<file path="config.mk">
export PLATFORM = sky130hd
export DESIGN_NAME = fht_but_feeder
export DESIGN_NICKNAME = d
export VERILOG_FILES = /design/src/rtl/fht_but_feeder.sv
export SDC_FILE = /design/constraint.sdc
export NUM_CORES = 1
export LEC_CHECK = 0
export CORE_MARGIN = 5
export CORE_UTILIZATION = 52
export DETAILED_ROUTE_END_ITERATION = 16
export PLACE_DENSITY = 0.82
export SYNTH_ARGS = -nofsm -noshare
export SYNTH_HDL_FRONTEND = slang
export SYNTH_SLANG_ARGS = --single-unit
</file>
<file path="constraint.sdc">
create_clock -name iCLK -period 3.95 [get_ports iCLK]
set_input_delay 0.5925 -clock iCLK [delete_from_list [all_inputs] [get_ports iCLK]]
set_output_delay 0.5925 -clock iCLK [all_outputs]
set_load 0.005 [all_outputs]
</file>
<file path="src/rtl/fht_but_feeder.sv">
// Operand/address sequencer for the fht_but radix-2 Hartley butterfly.
// Walks every stage of an N-point FHT, one butterfly per clock, and delays the write-back addresses to match the pipeline.
module fht_but_feeder #(
    parameter int unsigned N_LOG2  = 4,
    parameter int unsigned RD_LAT  = 1,
    parameter int unsigned BUT_LAT = 1
) (
    input  logic                                                iCLK,
    input  logic                                                iRESET,
    input  logic                                                iSTART,
    output logic                                                oRD_EN,
    output logic [N_LOG2-1:0]                                   oRD_ADDR_0,
    output logic [N_LOG2-1:0]                                   oRD_ADDR_1,
    output logic [N_LOG2-1:0]                                   oRD_ADDR_2,
    output logic [N_LOG2-2:0]                                   oTW_ADDR,
    output logic                                                oWR_EN,
    output logic [N_LOG2-1:0]                                   oWR_ADDR_0,
    output logic [N_LOG2-1:0]                                   oWR_ADDR_1,
    output logic                                                oBANK,
    output logic [((N_LOG2 > 1) ? $clog2(N_LOG2) : 1)-1:0]      oSTAGE,
    output logic                                                oBUSY,
    output logic                                                oDONE
);

    localparam int unsigned D      = RD_LAT + BUT_LAT;
    localparam int unsigned CW     = N_LOG2 - 1;
    localparam int unsigned HALF_N = 1 << (N_LOG2 - 1);
    localparam int unsigned SW     = (N_LOG2 > 1) ? $clog2(N_LOG2) : 1;
    localparam int unsigned DW     = (D > 1) ? $clog2(D) : 1;
    localparam int unsigned TWW    = 2 * N_LOG2;

    typedef enum logic [1:0] {
        IDLE,
        RUN,
        DRAIN,
        DONE
    } state_t;

    state_t            state, state_nxt;
    logic [SW-1:0]     s, s_nxt;
    logic [CW-1:0]     c, c_nxt;
    logic [DW-1:0]     dcnt, dcnt_nxt;

    logic [N_LOG2-1:0] cx, half, k, b;
    logic [N_LOG2-1:0] a0_nxt, a1_nxt, a2_nxt;
    logic [TWW-1:0]    tw_wide;
    logic [CW-1:0]     tw_nxt;
    logic              rd_en_nxt, busy_nxt, done_nxt;

    logic              wr_en_q [0:D-1];
    logic [N_LOG2-1:0] wr_a0_q [0:D-1];
    logic [N_LOG2-1:0] wr_a1_q [0:D-1];

    // State and counter registers
    always_ff @(posedge iCLK) begin
        if (iRESET) begin
            state <= IDLE;
            s     <= '0;
            c     <= '0;
            dcnt  <= '0;
        end else begin
            state <= state_nxt;
            s     <= s_nxt;
            c     <= c_nxt;
            dcnt  <= dcnt_nxt;
        end
    end

    // Next-state logic; outputs are registered from the next-state view so they align with the state
    always_comb begin
        state_nxt = state;
        s_nxt     = s;
        c_nxt     = c;
        dcnt_nxt  = dcnt;
        case (state)
            IDLE: begin
                if (iSTART) begin
                    state_nxt = RUN;
                    s_nxt     = '0;
                    c_nxt     = '0;
                end
            end
            RUN: begin
                if (c == CW'(HALF_N - 1)) begin
                    state_nxt = DRAIN;
                    dcnt_nxt  = '0;
                end else begin
                    c_nxt = c + CW'(1);
                end
            end
            DRAIN: begin
                if (dcnt == DW'(D - 1)) begin
                    if (s == SW'(N_LOG2 - 1)) begin
                        state_nxt = DONE;
                    end else begin
                        state_nxt = RUN;
                        s_nxt     = s + SW'(1);
                        c_nxt     = '0;
                    end
                end else begin
                    dcnt_nxt = dcnt + DW'(1);
                end
            end
            DONE: begin
                state_nxt = IDLE;
                s_nxt     = '0;
            end
            default: state_nxt = IDLE;
        endcase
    end

    // Butterfly address arithmetic for the issue slot about to be presented
    always_comb begin
        cx      = N_LOG2'(c_nxt);
        half    = N_LOG2'(1) << s_nxt;
        k       = cx & (half - N_LOG2'(1));
        b       = ((cx >> s_nxt) << 1) << s_nxt;
        tw_wide = (TWW'(k) << (N_LOG2 - 1)) >> s_nxt;
        a0_nxt  = '0;
        a1_nxt  = '0;
        a2_nxt  = '0;
        tw_nxt  = '0;
        if (state_nxt == RUN) begin
            a0_nxt = b + k;
            a1_nxt = b + half + k;
            a2_nxt = b + half + ((half - k) & (half - N_LOG2'(1)));
            tw_nxt = CW'(tw_wide);
        end
        rd_en_nxt = (state_nxt == RUN);
        busy_nxt  = (state_nxt == RUN) || (state_nxt == DRAIN);
        done_nxt  = (state_nxt == DONE);
    end

    // Registered read-side outputs
    always_ff @(posedge iCLK) begin
        if (iRESET) begin
            oRD_EN     <= 1'b0;
            oRD_ADDR_0 <= '0;
            oRD_ADDR_1 <= '0;
            oRD_ADDR_2 <= '0;
            oTW_ADDR   <= '0;
            oBANK      <= 1'b0;
            oSTAGE     <= '0;
            oBUSY      <= 1'b0;
            oDONE      <= 1'b0;
        end else begin
            oRD_EN     <= rd_en_nxt;
            oRD_ADDR_0 <= a0_nxt;
            oRD_ADDR_1 <= a1_nxt;
            oRD_ADDR_2 <= a2_nxt;
            oTW_ADDR   <= tw_nxt;
            oBANK      <= s_nxt[0];
            oSTAGE     <= s_nxt;
            oBUSY      <= busy_nxt;
            oDONE      <= done_nxt;
        end
    end

    // Write-back delay line; idle read slots carry zero addresses so idle write slots do too
    always_ff @(posedge iCLK) begin
        if (iRESET) begin
            for (int unsigned i = 0; i < D; i++) begin
                wr_en_q[i] <= 1'b0;
                wr_a0_q[i] <= '0;
                wr_a1_q[i] <= '0;
            end
        end else begin
            wr_en_q[0] <= oRD_EN;
            wr_a0_q[0] <= oRD_ADDR_0;
            wr_a1_q[0] <= oRD_ADDR_1;
            for (int unsigned i = 1; i < D; i++) begin
                wr_en_q[i] <= wr_en_q[i-1];
                wr_a0_q[i] <= wr_a0_q[i-1];
                wr_a1_q[i] <= wr_a1_q[i-1];
            end
        end
    end

    assign oWR_EN     = wr_en_q[D-1];
    assign oWR_ADDR_0 = wr_a0_q[D-1];
    assign oWR_ADDR_1 = wr_a1_q[D-1];

endmodule

</file>
==> out/qor.csv, run 1 <==
stage,metric,value,unit
sta,fin crit share,90.02,%
synthesis,register area share after synthesis,42.47,%
die,Die X,72.44,um
sta,Setup Skew,6.235,ps
finish,layout cells sized above 1,10.79,%
grt,vias in the first global route,1358,
grt,total gr overflow,0,
finish,area occupied by multi-input gates,1016,um2
worst_setup_path,R2R Setup Slk,400,ps
sta,Fin. Hold Viols,0,
pwr,Comb pwr share,7.9,%
route,vias after detailed routing,1426,
grt,Total Routing Usage GR,15.01,%
sta,Fin Hold WS,440.8,ps
finish,most frequent cells in the layout,"dfxtp_1 (43), clkdlybuf4s50_1 (32), nor2b_1 (24)",
clocking,post_cts resized,0,
place,pre-CTS setup slack,114.1,ps
worst_setup_path,Worst Path Required,4140,ps
flow_run,Max-cap violations,0,
route,DRT Wirelength,3.665,mm
clocking,"Clk Latency, worst-skew pair",290,ps
route,WL/cell,12.68,um
synthesis,Synth cell types,43,
synthesis,multiplexer share of the synthesized area,1.049,%
die,total die area,5247,um2
pwr,Switching Share,21.58,%
grt,antenna violations before repair,0,
route,initial DRC count,65,
pwr,Psw,0.1839,mW
synthesis,Synth Area in Simple Gates,20.25,%
route,DRC viols,0,
sta,setup TNS,0,ps
pwr,pwr dens,343.5,nW/um2
grt,pin count of the biggest net entering global routing,30,
synthesis,Synth Area in Compound Gates,10.31,%
place,hpwl dp,2.772,mm
clocking,H-tree levels,2,
die,I/O pins,33,
synthesis,Synth Area in XOR/XNOR,4.321,%
die,num rows,22,
pwr,clock share of power,39.0,%
finish,Seq. cell area,860.8,um2
clocking,Sink Count,43,
clocking,CTS hold repair buffers,0,
finish,Syn-to-layout area delta,22.41,%
worst_setup_path,worst-path maximum fanout,9,
route,Final ANT Viol Nets,0,
finish,"most common cell after layout, fill and taps aside",dfxtp_1,
outcome,status,completed,
sta,setup ws final,394.2,ps
worst_setup_path,Setup CP Type,in2reg,
finish,Final Net Count,263,
pwr,P_leak,1.021,nW
clocking,CTS tree,done,
grt,first-pass GRT wire length,6.168,mm
worst_hold_path,Hold Crit Class,reg2reg,
clocking,maximum buffer depth of the clock tree,2,
die,Initial Utilization,54.55,%
sta,min Tclk post-route,3556,ps
pwr,VDD IR-drop max,0.1519,mV
clocking,"Reg clk slew, reported paths",80,ps
sta,fin. max-slew vios,0,
place,# port buffers,32,
place,gpl congestion,0.8543,
worst_setup_path,CP startpoint kind,input port,
pwr,P_int,0.6685,mW
synthesis,flop and latch count out of synthesis,43,
finish,n_diodes,0,
pwr,sequential power share,53.1,%
worst_setup_path,WP data arrival,3740,ps
clocking,clk root buf,clkbuf_8,
die,height of the die,72.44,um
clocking,Num CTS Buffers,5,
synthesis,average cell area after synthesis,9.745,um2
synthesis,mapped cell area,2027,um2
clocking,Setup Buffers After CTS,0,
synthesis,largest family of logic cells by synthesized area,simple AND/OR/NAND/NOR gates,
route,TritonRoute pass-1 iters,4,
sta,fmax,281.2,MHz
synthesis,Mapped Cells,208,
worst_setup_path,element type at the critical path end,flop,
finish,fillers,284,
synthesis,synth warn,0,
route,Via density,4.934,
sta,RSZ-0062 raised after global routing,no,
synthesis,Post-Synth Adder-Cell Area,13.83,%
die,core area,3716,um2
sta,"Setup violations, final",0,
[final timing paths]
path	from	cells after the start	endpoint
max	iSTART	14	oRD_ADDR_2[3]$_SDFF_PP0_
min	wr_a0_q[0][3]$_SDFF_PP0_	1	wr_a0_q[0][7]$_SDFF_PP0_
min reg2reg	wr_a0_q[0][3]$_SDFF_PP0_	1	wr_a0_q[0][7]$_SDFF_PP0_
max reg2reg	state[1]$_SDFF_PP0_	13	oRD_ADDR_2[3]$_SDFF_PP0_
[layout make-up]
cell class	instances	share of cell area, %
sequential	43	34.69
multi-input combinational	138	40.95
inverter	11	1.765
timing repair buffer	41	15.63
tap	48	2.421
clock inverter	3	1.765
clock buffer	5	2.774
[Yosys cell counts (all sizes together)]
master / number / area [um2]
a211oi: 1 / 12.51
a21boi: 1 / 11.26
a21o: 1 / 7.510
a21oi: 13 / 65.06
a311o: 1 / 10.01
a31oi: 2 / 12.51
a32o: 1 / 11.26
and2: 4 / 25.02
and3: 2 / 12.51
buf: 13 / 95.08
clkbuf: 4 / 15.01
conb: 1 / 3.750
dfxtp: 43 / 860.8
fa: 4 / 80.08
ha: 16 / 200.2
inv: 11 / 43.80
mux2: 1 / 11.26
mux2i: 1 / 10.01
nand2: 6 / 22.52
nand2b: 4 / 32.53
nand3: 1 / 5.000
nand3b: 1 / 7.510
nor2: 23 / 88.84
nor2b: 25 / 163.9
nor3: 5 / 25.02
nor4b: 1 / 8.760
o2111a: 1 / 11.26
o21a: 2 / 15.01
o21ai: 5 / 25.02
o32ai: 1 / 27.53
or2: 2 / 12.52
or3: 1 / 6.260
xnor2: 7 / 61.31
xor2: 3 / 26.28
[power groups by stage]
stage | logic [mW] | registers (mW) | clock network [mW]
4_1_cts | 0.0686 | 0.453 | 0.339
3_5_place_dp | 0.0684 | 0.463 | 0
2_1_floorplan | 0.0427 | 0.460 | 0
5_1_grt | 0.0755 | 0.454 | 0.365
3_3_place_gp | 0.0671 | 0.462 | 0
6_report | 0.0674 | 0.453 | 0.332
[sequential cells by signal, summed over array words and instances (netlist names), 2 cells and up]
register and flops:
oRD_ADDR_1 4, wr_a0_q 8, oRD_ADDR_2 3, oRD_ADDR_0 4, state 2, oSTAGE 2, oTW_ADDR 3, c 3
wr_a1_q 8, wr_en_q 2
[critical path, stage by stage]
cell and delay (ps):
clkdlybuf4s50_1 520, nand2b_4 120, a32o_2 270, inv_4 90, ha_1 240, or2_1 260, ha_1 210, or3_1 350
and3_1 180, ha_1 290, a21oi_1 160, xor2_1 210, nor3_1 70, o21a_1 160
[metrics by stage]
stage	utilization, %	power (mW)	cells	instance area [um2]
5_1_grt	66.77	0.8952	289	2481
2_1_floorplan	-	0.5030	209	2031
4_1_cts	66.77	0.8605	289	2481
3_3_place_gp	63.74	0.5291	281	2369
3_5_place_dp	63.74	0.5314	281	2369
6_report	66.77	0.8524	289	2481
[layer usage]
layer,global-route usage (%),up-vias,wire length [um]
met4,6.762,0,82
met1,18.94,662,1645
met2,24.47,32,1774
met5,0,-,0
li1,-,724,-
met3,3.324,8,162
[cell families (layout without fill, tap and decap cells)]
logic type                 Yosys count  in the layout
AOI/OAI and AO/OA                   29             29
adders and majority gates           20             20
muxes                                2              2
xor gates and xnor gates            10             10
and+or+nand+nor                     75             75
buffers and inverters               28             60
other                                1              2
DFF                                 43             43
Note: power is estimated with default switching activity, not from simulation.
==> run 2: changes to the inputs <==
--- a/config.mk
+++ b/config.mk
@@ -8,6 +8,7 @@
 export CORE_MARGIN = 5
 export CORE_UTILIZATION = 52
 export DETAILED_ROUTE_END_ITERATION = 16
+export GPL_ROUTABILITY_DRIVEN = 1
 export PLACE_DENSITY = 0.82
 export SYNTH_ARGS = -nofsm -noshare
 export SYNTH_HDL_FRONTEND = slang
==> results of run 2 <==
Final layout, timing and power as in run 1 (identical DEF).
